[src/rtl/demux1_4.sv]
// demux1_4: registered 1-to-4 word distributor.
//
// One producer word (i, tagged with lane select s) is buffered into one of four
// independent per-lane circular FIFOs. Each lane presents its head word under a
// valid/ready handshake so the four consumers can stall independently.
//
// Ports:
//   c            clock, all state updates on posedge
//   rst          synchronous active-high reset (clears pointers and counts)
//   i, iv, s     input word, input valid, lane select (0..3)
//   irdy         input ready: selected lane is not full
//   out0..out3   head word of lane N, forced to 0 while vN=0
//   v0..v3       lane N non-empty
//   rdy0..rdy3   consumer N ready
module demux1_4 #(
    parameter int unsigned DEPTH = 2,  // entries per lane, power of two, >= 2
    parameter int unsigned WIDTH = 32
) (
    input  logic             c,
    input  logic             rst,
    input  logic [WIDTH-1:0] i,
    input  logic             iv,
    input  logic [1:0]       s,
    output logic             irdy,
    output logic [WIDTH-1:0] out0,
    output logic [WIDTH-1:0] out1,
    output logic [WIDTH-1:0] out2,
    output logic [WIDTH-1:0] out3,
    output logic             v0,
    output logic             v1,
    output logic             v2,
    output logic             v3,
    input  logic             rdy0,
    input  logic             rdy1,
    input  logic             rdy2,
    input  logic             rdy3
);

    localparam int          NLANES = 4;
    localparam int unsigned AW     = (DEPTH > 1) ? $clog2(DEPTH) : 1;
    localparam int unsigned CW     = AW + 1;
    localparam logic [CW-1:0] FULL = CW'(DEPTH);

    // Storage has no reset: contents are don't-care once counts are cleared.
    logic [WIDTH-1:0] mem_q [NLANES][DEPTH];

    logic [AW-1:0] wp_q  [NLANES];
    logic [AW-1:0] wp_d  [NLANES];
    logic [AW-1:0] rp_q  [NLANES];
    logic [AW-1:0] rp_d  [NLANES];
    logic [CW-1:0] cnt_q [NLANES];
    logic [CW-1:0] cnt_d [NLANES];

    logic [NLANES-1:0] rdy;
    logic [NLANES-1:0] vld;
    logic [NLANES-1:0] push;
    logic [NLANES-1:0] pop;
    logic [WIDTH-1:0]  head [NLANES];

    assign rdy = {rdy3, rdy2, rdy1, rdy0};

    // irdy looks only at the selected lane's registered count, so a full lane
    // refuses a push even if it is being popped in the same cycle. This keeps
    // consumer ready signals off the producer's combinational path.
    always_comb begin
        irdy = (cnt_q[s] != FULL);
        push = '0;
        if (iv && irdy) begin
            push = NLANES'(1) << s;
        end
    end

    always_comb begin
        for (int l = 0; l < NLANES; l++) begin
            vld[l]  = (cnt_q[l] != '0);
            pop[l]  = vld[l] & rdy[l];
            head[l] = vld[l] ? mem_q[l][rp_q[l]] : '0;
        end
    end

    // Pointers wrap naturally at DEPTH because DEPTH is a power of two.
    always_comb begin
        for (int l = 0; l < NLANES; l++) begin
            wp_d[l]  = wp_q[l] + AW'(push[l]);
            rp_d[l]  = rp_q[l] + AW'(pop[l]);
            cnt_d[l] = cnt_q[l];
            unique case ({push[l], pop[l]})
                2'b10:   cnt_d[l] = cnt_q[l] + CW'(1);
                2'b01:   cnt_d[l] = cnt_q[l] - CW'(1);
                default: cnt_d[l] = cnt_q[l];
            endcase
        end
    end

    always_ff @(posedge c) begin
        if (rst) begin
            for (int l = 0; l < NLANES; l++) begin
                wp_q[l]  <= '0;
                rp_q[l]  <= '0;
                cnt_q[l] <= '0;
            end
        end else begin
            for (int l = 0; l < NLANES; l++) begin
                wp_q[l]  <= wp_d[l];
                rp_q[l]  <= rp_d[l];
                cnt_q[l] <= cnt_d[l];
            end
        end
    end

    always_ff @(posedge c) begin
        for (int l = 0; l < NLANES; l++) begin
            if (push[l] && !rst) begin
                mem_q[l][wp_q[l]] <= i;
            end
        end
    end

    assign out0 = head[0];
    assign out1 = head[1];
    assign out2 = head[2];
    assign out3 = head[3];
    assign v0   = vld[0];
    assign v1   = vld[1];
    assign v2   = vld[2];
    assign v3   = vld[3];

endmodule

[config.mk]
export PLATFORM = sky130hd
export DESIGN_NAME = demux1_4
export DESIGN_NICKNAME = d
export VERILOG_FILES = /design/src/rtl/demux1_4.sv
export SDC_FILE = /design/constraint.sdc
export NUM_CORES = 1
export LEC_CHECK = 0
export ABC_AREA = 1
export CORE_MARGIN = 4
export CORE_UTILIZATION = 35
export CTS_CLUSTER_DIAMETER = 60
export CTS_CLUSTER_SIZE = 28
export DETAILED_ROUTE_END_ITERATION = 8
export PLACE_DENSITY_LB_ADDON = 0.2
export SLEW_MARGIN = 20
export SYNTH_ARGS = -nofsm -noshare
export SYNTH_HDL_FRONTEND = slang
export SYNTH_SLANG_ARGS = --single-unit
[constraint.sdc]
create_clock -name c -period 2.65 [get_ports c]
set_input_delay 0.265 -clock c [delete_from_list [all_inputs] [get_ports c]]
set_output_delay 0.265 -clock c [all_outputs]
set_load 0.1 [all_outputs]
---- Word-level counts from Yosys, hierarchy flattened ----
Memories as Yosys holds them, arrays and structs flattened.
Index checks and enable logic that the tools add are counted.
storage, ports and cells
  flip-flop bits (word level) ............. 0
  bits in writable memories ............... 272
  input port bits ......................... 41
  output and inout port bits .............. 133
  memories ................................ 4
operators by class
  $add $sub $neg .......................... 16
  order comparisons ....................... 12
  equality and inequality tests ........... 9
  shift-type cells ........................ 1
  muxes and demuxes ....................... 52
  bitwise gates (word level) .............. 24
  reductions and logical operators ........ 14
memories
  memory  words  width  read ports  clocked after memory_dff  write ports  RTL line  source
  mem_q   4      64     4           0                         4            45        logic [WIDTH-1:0] mem_q [NLANES][DEPTH];
  cnt_q   4      2      5           0                         4            51        logic [CW-1:0] cnt_q [NLANES];
  rp_q    4      1      4           0                         4            49        logic [AW-1:0] rp_q [NLANES];
  wp_q    4      1      4           0                         4            47        logic [AW-1:0] wp_q [NLANES];
operators with widths
  cell                                                        number
  2-to-1 mux 32 bit                                           20
  2-to-1 mux 64 bit                                           4
  demux 32 bit (select 1 bit)                                 4
  >= comparator 2 bit, second input constant                  8
  inverter 1 -> 2 bit                                         8
  one-hot mux 2 bit (2 select lines)                          4
  2-to-1 mux 1 bit                                            15
  bitwise OR 1 bit                                            12
  logical AND 1 bit                                           9
  adder 1 bit                                                 8
  adder 2 x 1 -> 2 bit, second input constant                 4
  == test 2 x 1 -> 1 bit, second input constant               4
  == test 2 bit, second input constant                        4
  less-than comparator 2 x 1 -> 1 bit, second input constant  4
  2-to-1 mux 2 bit                                            4
  nonzero test 2 bit                                          4
  subtractor 2 x 1 -> 2 bit, second input constant            4
  bitwise AND 1 bit                                           4
  2-to-1 mux 4 bit                                            1
  left shift 1 x 2 -> 4 bit, first input constant             1
  != test 2 bit, second input constant                        1
  zero test 1 bit                                             1

---- Longest topological paths before layout ----
Gate-level depths: netlist of run 1.
An unclocked memory read counts as a cell.
  depth after elaboration ................. 7
  gate-level depth with buffers ........... 13
  depth with buffers taken out ............ 12

---- Worst setup path before layout of run 1 ----
OpenSTA, ideal clock, no wires.
  kind .................................... input-to-reg
  start ................................... input s[0]
  end ..................................... memory mem_q[0][0] in the netlist's numbering, enable pin
  setup time .............................. 421 ps
  data arrival time ....................... 2,494 ps
  data required time ...................... 2,229 ps
  path slack .............................. -265 ps
  cell stages on the path ................. 8
  buffers on the path ..................... 1
  cell sequence ........................... buf_6 nor2_2 nand2_1 nand2_2 nor2_4 nand2_4 nand3_2 nor2_1
RTL lines
  what                RTL line  source
  start: declaration  23        input logic [1:0] s,
  end: declaration    45

==> flow_summary.ini, run 1 <==
[run_status]
outcome = completed

[global_routing]
grt_remaining_overflow = 0
first_global_vias = 6712
grt_max_degree = 35
grt_pass1_wl_um = 42100
antenna_found_initial = 0
grt_use_total = 0.165

[clock_tree]
h-tree-depth = 1
clk-insertion-delay-late_ns = 0.52
numClockSinks = 272
hold_buffers = 0
numCtsBuffers = 19
cts_resized = 0
clockRootBuffer = clkbuf_16
post-cts-setup-buffer-count = 0
cts_tree = yes
clkTransAtPathRegs_ns = 0.08
clk_path_buf_depth = 3

[run]
cap_viol_max_count = 0

[layout]
nNetsFinal = 1052
synthToLayoutAreaGrowth_pct = 40.9
diodes = 0
drive_gt1_frac = 0.223
instances_no_fill = 1404
n_fill_cell = 2453

[placed_design]
dp.cells = 1370
gp_congestion = 0.757
hpwl_um = 19000
io_buffers = 173

[floorplan]
start_util = 0.359
die_w_um = 181
core_um2 = 29100
num_rows = 62
dieArea_um2 = 32700
fp.dieH_um = 181
ioPinCount = 174

[logic_synthesis]
yosysWarnings = 0
syn_inst = 828
avgSynthCellArea_um2 = 12.6
yosys.area.top_type_share = 0.736
synth.yosys.seq_area_share = 0.766
synth-seq-cells = 272
netlist_top_cells_area = edfxtp_1 74%, nand2_1 10%, a21oi_1 6.5%, dfxtp_1 3.1%, clkbuf_1 0.90%
synth_cell_types = 23
yosysTopAreaCell = edfxtp_1
synth_nets = 873
synth_area_um2 = 10400

[critical_path]
crit_required_ns = 2.38
crit_path_start_kind = flop
endpoint_kind = primary output
crit_fanout = 24
critical_path_class = reg -> out
cp.arrival_ns = 2.18

[pwr]
power_density_nw_per_um2 = 930
leakage_uw = 0.00529
p_sw_frac = 0.423
p_int_uw = 7900
seqPwrFrac = 0.355
clkPwrFrac = 0.219
p_sw_uw = 5800
pwr-share-comb = 0.426
max-vdd-ir-drop_v = 0.000567

[drt]
drc_errors = 0
drt_pass1_iterations = 5
drt_iter0_markers = 504
drt_wl_total_um = 27700
wl_per_cell_um = 19.8
vias = 6819
drtAntennaViolNets = 0
via_per_inst = 4.86

[timing]
relSlewSlack = 0.563
hold_ws_ns = 0.378
tightest_slew_ns = 0.654
hold_violations = 0
clock_skew_ns = 0.0342
period_needed_ns = 2.45
finalMaxSlewViolations = 0
fin_tns_setup_ns = 0
fin_crit_sh = 0.924
rsz0062_at_grt = false
finalSetupViolCount = 0
fmax_ghz = 0.409

[worst_hold_path]
min_path_type = in -> reg
-- kinds of logic (layout without fill, tap and decap cells) --
kind of cell	Yosys count	count (layout)	synth area share
adder cells (fa/ha/maj)	4	4	0.00479
buffers and inverters	71	263	0.0284
AO/OA/AOI/OAI	140	140	0.0671
flip-flops	272	272	0.766
AND/OR/NAND/NOR	337	337	0.130
XOR/XNOR	4	4	0.00335
-- critical path, stage by stage, from the launching register on --
cell     delay [ns]
dfxtp_2        0.69
buf_4          0.29
nand2_1        0.07
a21oi_1        0.39
buf_12         0.24
-- cell type report --
cell class	count	area (µm²)	share of cell area
Multi-Input combinational cell	485	2190	0.149
Timing Repair Buffer	202	3310	0.225
Sequential cell	272	8010	0.544
Inverter	27	101	0.00688
Clock inverter	15	159	0.0108
Clock buffer	19	475	0.0323
Tap cell	384	480	0.0326
-- sequential cells by signal (all words and copies together), names as in the netlist --
name   cells
wp_q       4
mem_q    256
rp_q       4
cnt_q      8
-- power groups by stage --
stage	combinational (µW)	clock, µW	sequential (µW)
floorplan	3620	0	4920
global placement	5880	0	4970
detailed placement	5890	0	4970
CTS	5910	3060	4870
global route	6050	3240	4880
finish	5840	2990	4870
-- metal layers --
metal	vias up	track usage	wire, µm
met3	30	0.0286	1560
met1	3337	0.229	12100
met5	-	0	0
met2	221	0.276	13600
met4	0	0.0318	502
li1	3231	-	-
-- stage by stage --
stage / setup WS, ns / util / power (µW) / cell area [µm²]
after global placement: 0.300 / 0.484 / 10800 / 14100
after global routing: 0.101 / 0.506 / 14200 / 14700
after floorplan: 0.136 / - / 8540 / 10500
final: 0.202 / 0.506 / 13700 / 14700
after CTS: 0.200 / 0.506 / 13800 / 14700
after detailed placement: 0.245 / 0.484 / 10900 / 14100
-- final timing paths --
kind | from | to | slack [ns] | depth (start not counted)
worst max-delay path | rp_q[1] | out1[0] | 0.20 | 4
worst min-delay path | rdy1 | rp_q[1] | 0.38 | 3
worst max register to register | cnt_q[2][0] | cnt_q[2][1] | 0.62 | 8
worst min register to register | wp_q[0] | wp_q[0] | 0.54 | 4
-- synthesized netlist by cell type --
cell type and number:
inv_1 21, nand4_1 4, nand2_2 3, nor2_2 7, dfxtp_1 16, nor2_4 1, clkinv_1 4, buf_6 1
buf_2 18, and3_1 4, nor3_1 4, clkbuf_1 25, nand3_2 4, ha_1 4, inv_2 2, nand2_1 283
o21ai_0 4, nand2_4 1, nor2_1 23, edfxtp_1 256, a21oi_1 136, nand3_1 3, xor2_1 4
-- cell usage in the layout (no fill, tap or decap), types with 9 or more instances in the layout --
cell type / n
buf_12: 135
inv_2: 10
nand2_1: 283
a21oi_1: 136
clkbuf_16: 19
buf_4: 27
dfxtp_1: 12
edfxtp_1: 256
clkdlybuf4s50_1: 40
nor2_4: 9
inv_1: 17
nor2_1: 21
Power figures use the tool's default switching activity.
==> run 2: changes to the inputs <==
--- a/config.mk
+++ b/config.mk
@@ -6,7 +6,6 @@
 export NUM_CORES = 1
 export LEC_CHECK = 0
 export ABC_AREA = 1
-export CORE_MARGIN = 4
 export CORE_UTILIZATION = 35
 export CTS_CLUSTER_DIAMETER = 60
 export CTS_CLUSTER_SIZE = 28
==> run 2 against run 1 <==
  * Clock skew fell by 0.0078 ns
  * Register-to-register slack hardly changed
  * Core utilization increased by 0.27 points
  * Highest routed layer unchanged
  * Clock-buffer cell count grew 2
  * Setup slack gained 0.029 ns
  * Flip-flop and latch count did not move
  * Hold slack improved by 0.057 ns
  * Via count decreased by 0.84%
  * Critical path type unchanged
  * Non-clock buffer count decreased by 1
==> flow_summary.ini, run 2 (synthesis gave the netlist of run 1 again) <==
[clock_tree]
cts_resized = 0
numClockSinks = 272
clkTransAtPathRegs_ns = 0.07
numCtsBuffers = 20
clk_path_buf_depth = 3
h-tree-depth = 1
hold_buffers = 0
clk-insertion-delay-late_ns = 0.52
clockRootBuffer = clkbuf_16
cts_tree = yes
post-cts-setup-buffer-count = 0

[critical_path]
crit_required_ns = 2.38
path_buf_inv = 2
cp.arrival_ns = 2.15
endpoint_kind = primary output
critPathMaxStageDelay_ns = 0.49
cp_slowest_cell = a21oi_1
crit_family = buffers and inverters
path_cells = inv_2, nand2_1, a21oi_1, buf_12
crit_start = rp_q[0]
critical_path_class = reg -> out
crit_path_start_kind = flop
crit_fanout = 34
reg2reg_from = cnt_q[3][0]

[timing]
relSlewSlack = 0.575
fin_tns_setup_ns = 0
hold_violations = 0
rsz0062_at_grt = false
finalMaxSlewViolations = 0
fin_crit_sh = 0.913
fmax_ghz = 0.413
tightest_slew_ns = 0.637
period_needed_ns = 2.42
clock_skew_ns = 0.0264
finalSetupViolCount = 0
hold_ws_ns = 0.434
setup_ws_ns = 0.231

[global_routing]
antenna_found_initial = 0
grt_max_degree = 35
first_global_vias = 6869
grt_remaining_overflow = 0
grt_use_total = 0.187
grt_pass1_wl_um = 43000

[layout]
drive_gt1_frac = 0.223
synthToLayoutAreaGrowth_pct = 41.3
largest_register_ffs = 256
nNetsFinal = 1052
diodes = 0
n_fill_cell = 2500
layout_common_cells = 283 x nand2_1, 256 x edfxtp_1, 136 x a21oi_1
layout_commonest_cell = nand2_1

[drt]
via_per_inst = 4.82
wl_per_cell_um = 20.1
drt_wl_total_um = 28300
drtAntennaViolNets = 0
drc_errors = 0
drt_pass1_iterations = 5
vias = 6762
drt_iter0_markers = 444

[placed_design]
io_buffers = 173
gp_congestion = 0.763
dp_slack_ns = 0.203
hpwl_um = 19300

[worst_hold_path]
min-delay-start = rdy0
min_path_type = in -> reg

[pwr]
max-vdd-ir-drop_v = 0.000524
power_density_nw_per_um2 = 944
leakage_uw = 0.00531

[run_status]
outcome = completed

[run]
cap_viol_max_count = 0

[floorplan]
fp.dieH_um = 175
dieArea_um2 = 30500
num_rows = 62
die_w_um = 175
start_util = 0.360
core_um2 = 29000
ioPinCount = 174
-- run 2: per-layer routing --
metal | vias to the layer above | part of all wire | GRT usage
met2 | 200 | 0.51 | 0.323
met5 | - | 0 | 0
met4 | 0 | 0.023 | 0.0507
met3 | 35 | 0.049 | 0.0276
met1 | 3300 | 0.42 | 0.244
li1 | 3227 | - | -
-- run 2: worst paths after layout --
check | end | slack (ns) | cells after the start
max reg2reg | cnt_q[3][1] | 0.62 | 8
max | out0[24] | 0.23 | 4
min | rp_q[0] | 0.43 | 3
min reg2reg | wp_q[3] | 0.54 | 4
-- run 2: area by class of cell --
type / instances / area (µm²) / share of cell area
Clock buffer: 21 / 526 / 0.0356
Tap cell: 384 / 480 / 0.0325
Multi-Input combinational cell: 485 / 2190 / 0.148
Timing Repair Buffer: 201 / 3270 / 0.222
Sequential cell: 272 / 8010 / 0.543
Inverter: 27 / 101 / 0.00686
Clock inverter: 14 / 180 / 0.0122
-- run 2: where the power goes --
part	total (µW)	leakage [µW]	internal (µW)	switching [µW]
logic	5860	0.00253	1700	4160
clock network	3220	0.000339	1570	1660
registers	4860	0.00244	4790	70.9
-- run 2: through the flow --
stage	cells	utilization	area [µm²]	power, µW
after floorplan	828	-	10500	8540
after global placement	1369	0.485	14100	10800
after detailed placement	1369	0.485	14100	10900
after CTS	1404	0.509	14800	14100
after global routing	1404	0.509	14800	14400
final	1404	0.509	14800	13900
-- run 2: worst reg2reg max path, delay by kind of cell (launching register included) --
family | cells | cell delay, ns
AND/OR/NAND/NOR | 5 | 0.96
buffers and inverters | 2 | 0.21
flip-flops | 1 | 0.40
adder cells (fa/ha/maj) | 1 | 0.32
==> run 3: changes to the inputs <==
--- a/config.mk
+++ b/config.mk
@@ -11,6 +11,7 @@
 export CTS_CLUSTER_SIZE = 28
 export DETAILED_ROUTE_END_ITERATION = 8
 export PLACE_DENSITY_LB_ADDON = 0.2
+export REMOVE_ABC_BUFFERS = 1
 export SLEW_MARGIN = 20
 export SYNTH_ARGS = -nofsm -noshare
 export SYNTH_HDL_FRONTEND = slang
==> run 3 against run 2 <==
  * Flip-flop and latch count is the same
  * Non-clock buffer count shrank 5
  * Total power shrank 1.6%
  * Via count shrank 1.1%
  * Design area shrank 0.56%
  * Critical endpoint is now out3[8]
  * Final cell count shrank 0.50%
  * Clock skew shrank 0.014 ns
  * Largest power group unchanged
  * Critical path depth grew 1
==> flow_summary.ini, run 3 (synthesis gave the netlist of run 1 again) <==
[global_routing]
grt_use_total = 0.179
first_global_vias = 6553
antenna_found_initial = 0
grt_max_degree = 35
grt_pass1_wl_um = 41200
grt_remaining_overflow = 0

[layout]
stdcell_area_um2 = 14700
layout_commonest_cell = nand2_1
postLayoutCoreUtil = 0.506
synthToLayoutAreaGrowth_pct = 40.5
layout_common_cells = 283 x nand2_1, 256 x edfxtp_1, 136 x a21oi_1
drive_gt1_frac = 0.217
diodes = 0
largest_register_ffs = 256
nNetsFinal = 1046

[timing]
fin_crit_sh = 0.931
period_needed_ns = 2.47
finalSetupViolCount = 0
clock_skew_ns = 0.0121
rsz0062_at_grt = false
tightest_slew_ns = 0.691
hold_ws_ns = 0.417
finalMaxSlewViolations = 0
relSlewSlack = 0.539
fmax_ghz = 0.405
hold_violations = 0

[drt]
drt_iter0_markers = 458
wl_per_cell_um = 19.2
drt_pass1_iterations = 4
via_per_inst = 4.79
drtAntennaViolNets = 0
drt_wl_total_um = 26900
vias = 6687
drc_errors = 0

[critical_path]
crit_family = buffers and inverters
cp_slowest_cell = dfxtp_2
path_cells = inv_2, buf_4, nand2_1, a21oi_1, buf_12
endpoint_kind = primary output
crit_fanout = 17
critPathMaxStageDelay_ns = 0.46
path_buf_inv = 3
cp.arrival_ns = 2.20
crit_path_start_kind = flop
crit_required_ns = 2.38
critical_path_class = reg -> out

[run]
cap_viol_max_count = 0

[clock_tree]
clk_path_buf_depth = 3
clkTransAtPathRegs_ns = 0.07
h-tree-depth = 1
clockRootBuffer = clkbuf_16
hold_buffers = 0
clk-insertion-delay-late_ns = 0.50
post-cts-setup-buffer-count = 0
cts_resized = 0
numClockSinks = 272
numCtsBuffers = 19
cts_tree = yes

[worst_hold_path]
min_path_type = in -> reg

[floorplan]
dieArea_um2 = 30500
fp.dieH_um = 175
start_util = 0.360
num_rows = 62
die_w_um = 175
ioPinCount = 174
core_um2 = 29000

[placed_design]
io_buffers = 173
hpwl_um = 18000
place_area_um2 = 14000
gp_congestion = 0.753

[pwr]
p_total_uw = 13700
power_density_nw_per_um2 = 934
max-vdd-ir-drop_v = 0.000450
leakage_uw = 0.00525

[run_status]
outcome = completed
## run 3: changes by cell type in the layout (fill, tap and decap cells not counted), sizes merged
cell and change:
buf -5, clkinv -4, clkinvlp +2, bufinv +1, clkbuf -1
## run 3: area by class of cell
type,instances,area (µm²)
Timing Repair Buffer,196,3260
Multi-Input combinational cell,485,2190
Fill cell,2478,14300
Tap cell,384,480
Inverter,27,101
Clock buffer,20,479
Clock inverter,13,156
Sequential cell,272,8010
## run 3: worst paths after layout
kind                     from           to  slack (ns)  depth (start not counted)
setup / recovery      rp_q[3]      out3[8]        0.18                          5
hold reg to reg       wp_q[3]      wp_q[3]        0.54                          4
setup reg to reg  cnt_q[1][1]  cnt_q[1][1]        0.60                          8
hold / removal           rdy3      rp_q[3]        0.42                          3
## run 3: per-stage QoR
stage | worst slack (ns) | cells | TNS, ns
finish | 0.182 | 1397 | 0
global route | 0.0599 | 1397 | 0
CTS | 0.156 | 1397 | 0
detailed placement | 0.204 | 1364 | 0
global placement | 0.305 | 1364 | 0
floorplan | -0.201 | 784 | -36.06
## run 3: power by group
part           total [µW]  internal [µW]  switching (µW)
registers            4860           4790            77.2
logic                5820           1690            4140
clock network        3020           1500            1530
total               13700           7970            5740
## run 3: layer usage
layer,track usage,vias up,share of wire
met3,0.0255,33,0.056
met1,0.253,3238,0.44
met4,0.0359,0,0.015
met5,0,-,0
met2,0.295,201,0.49
li1,-,3215,-
## run 3: worst reg2reg max path, delay by kind of cell, from the launching register on
| family | cells | cell delay, ns |
|---|---|---|
| fa+ha+maj | 1 | 0.32 |
| buf+inv | 2 | 0.19 |
| flops | 1 | 0.37 |
| simple gates | 5 | 1.03 |
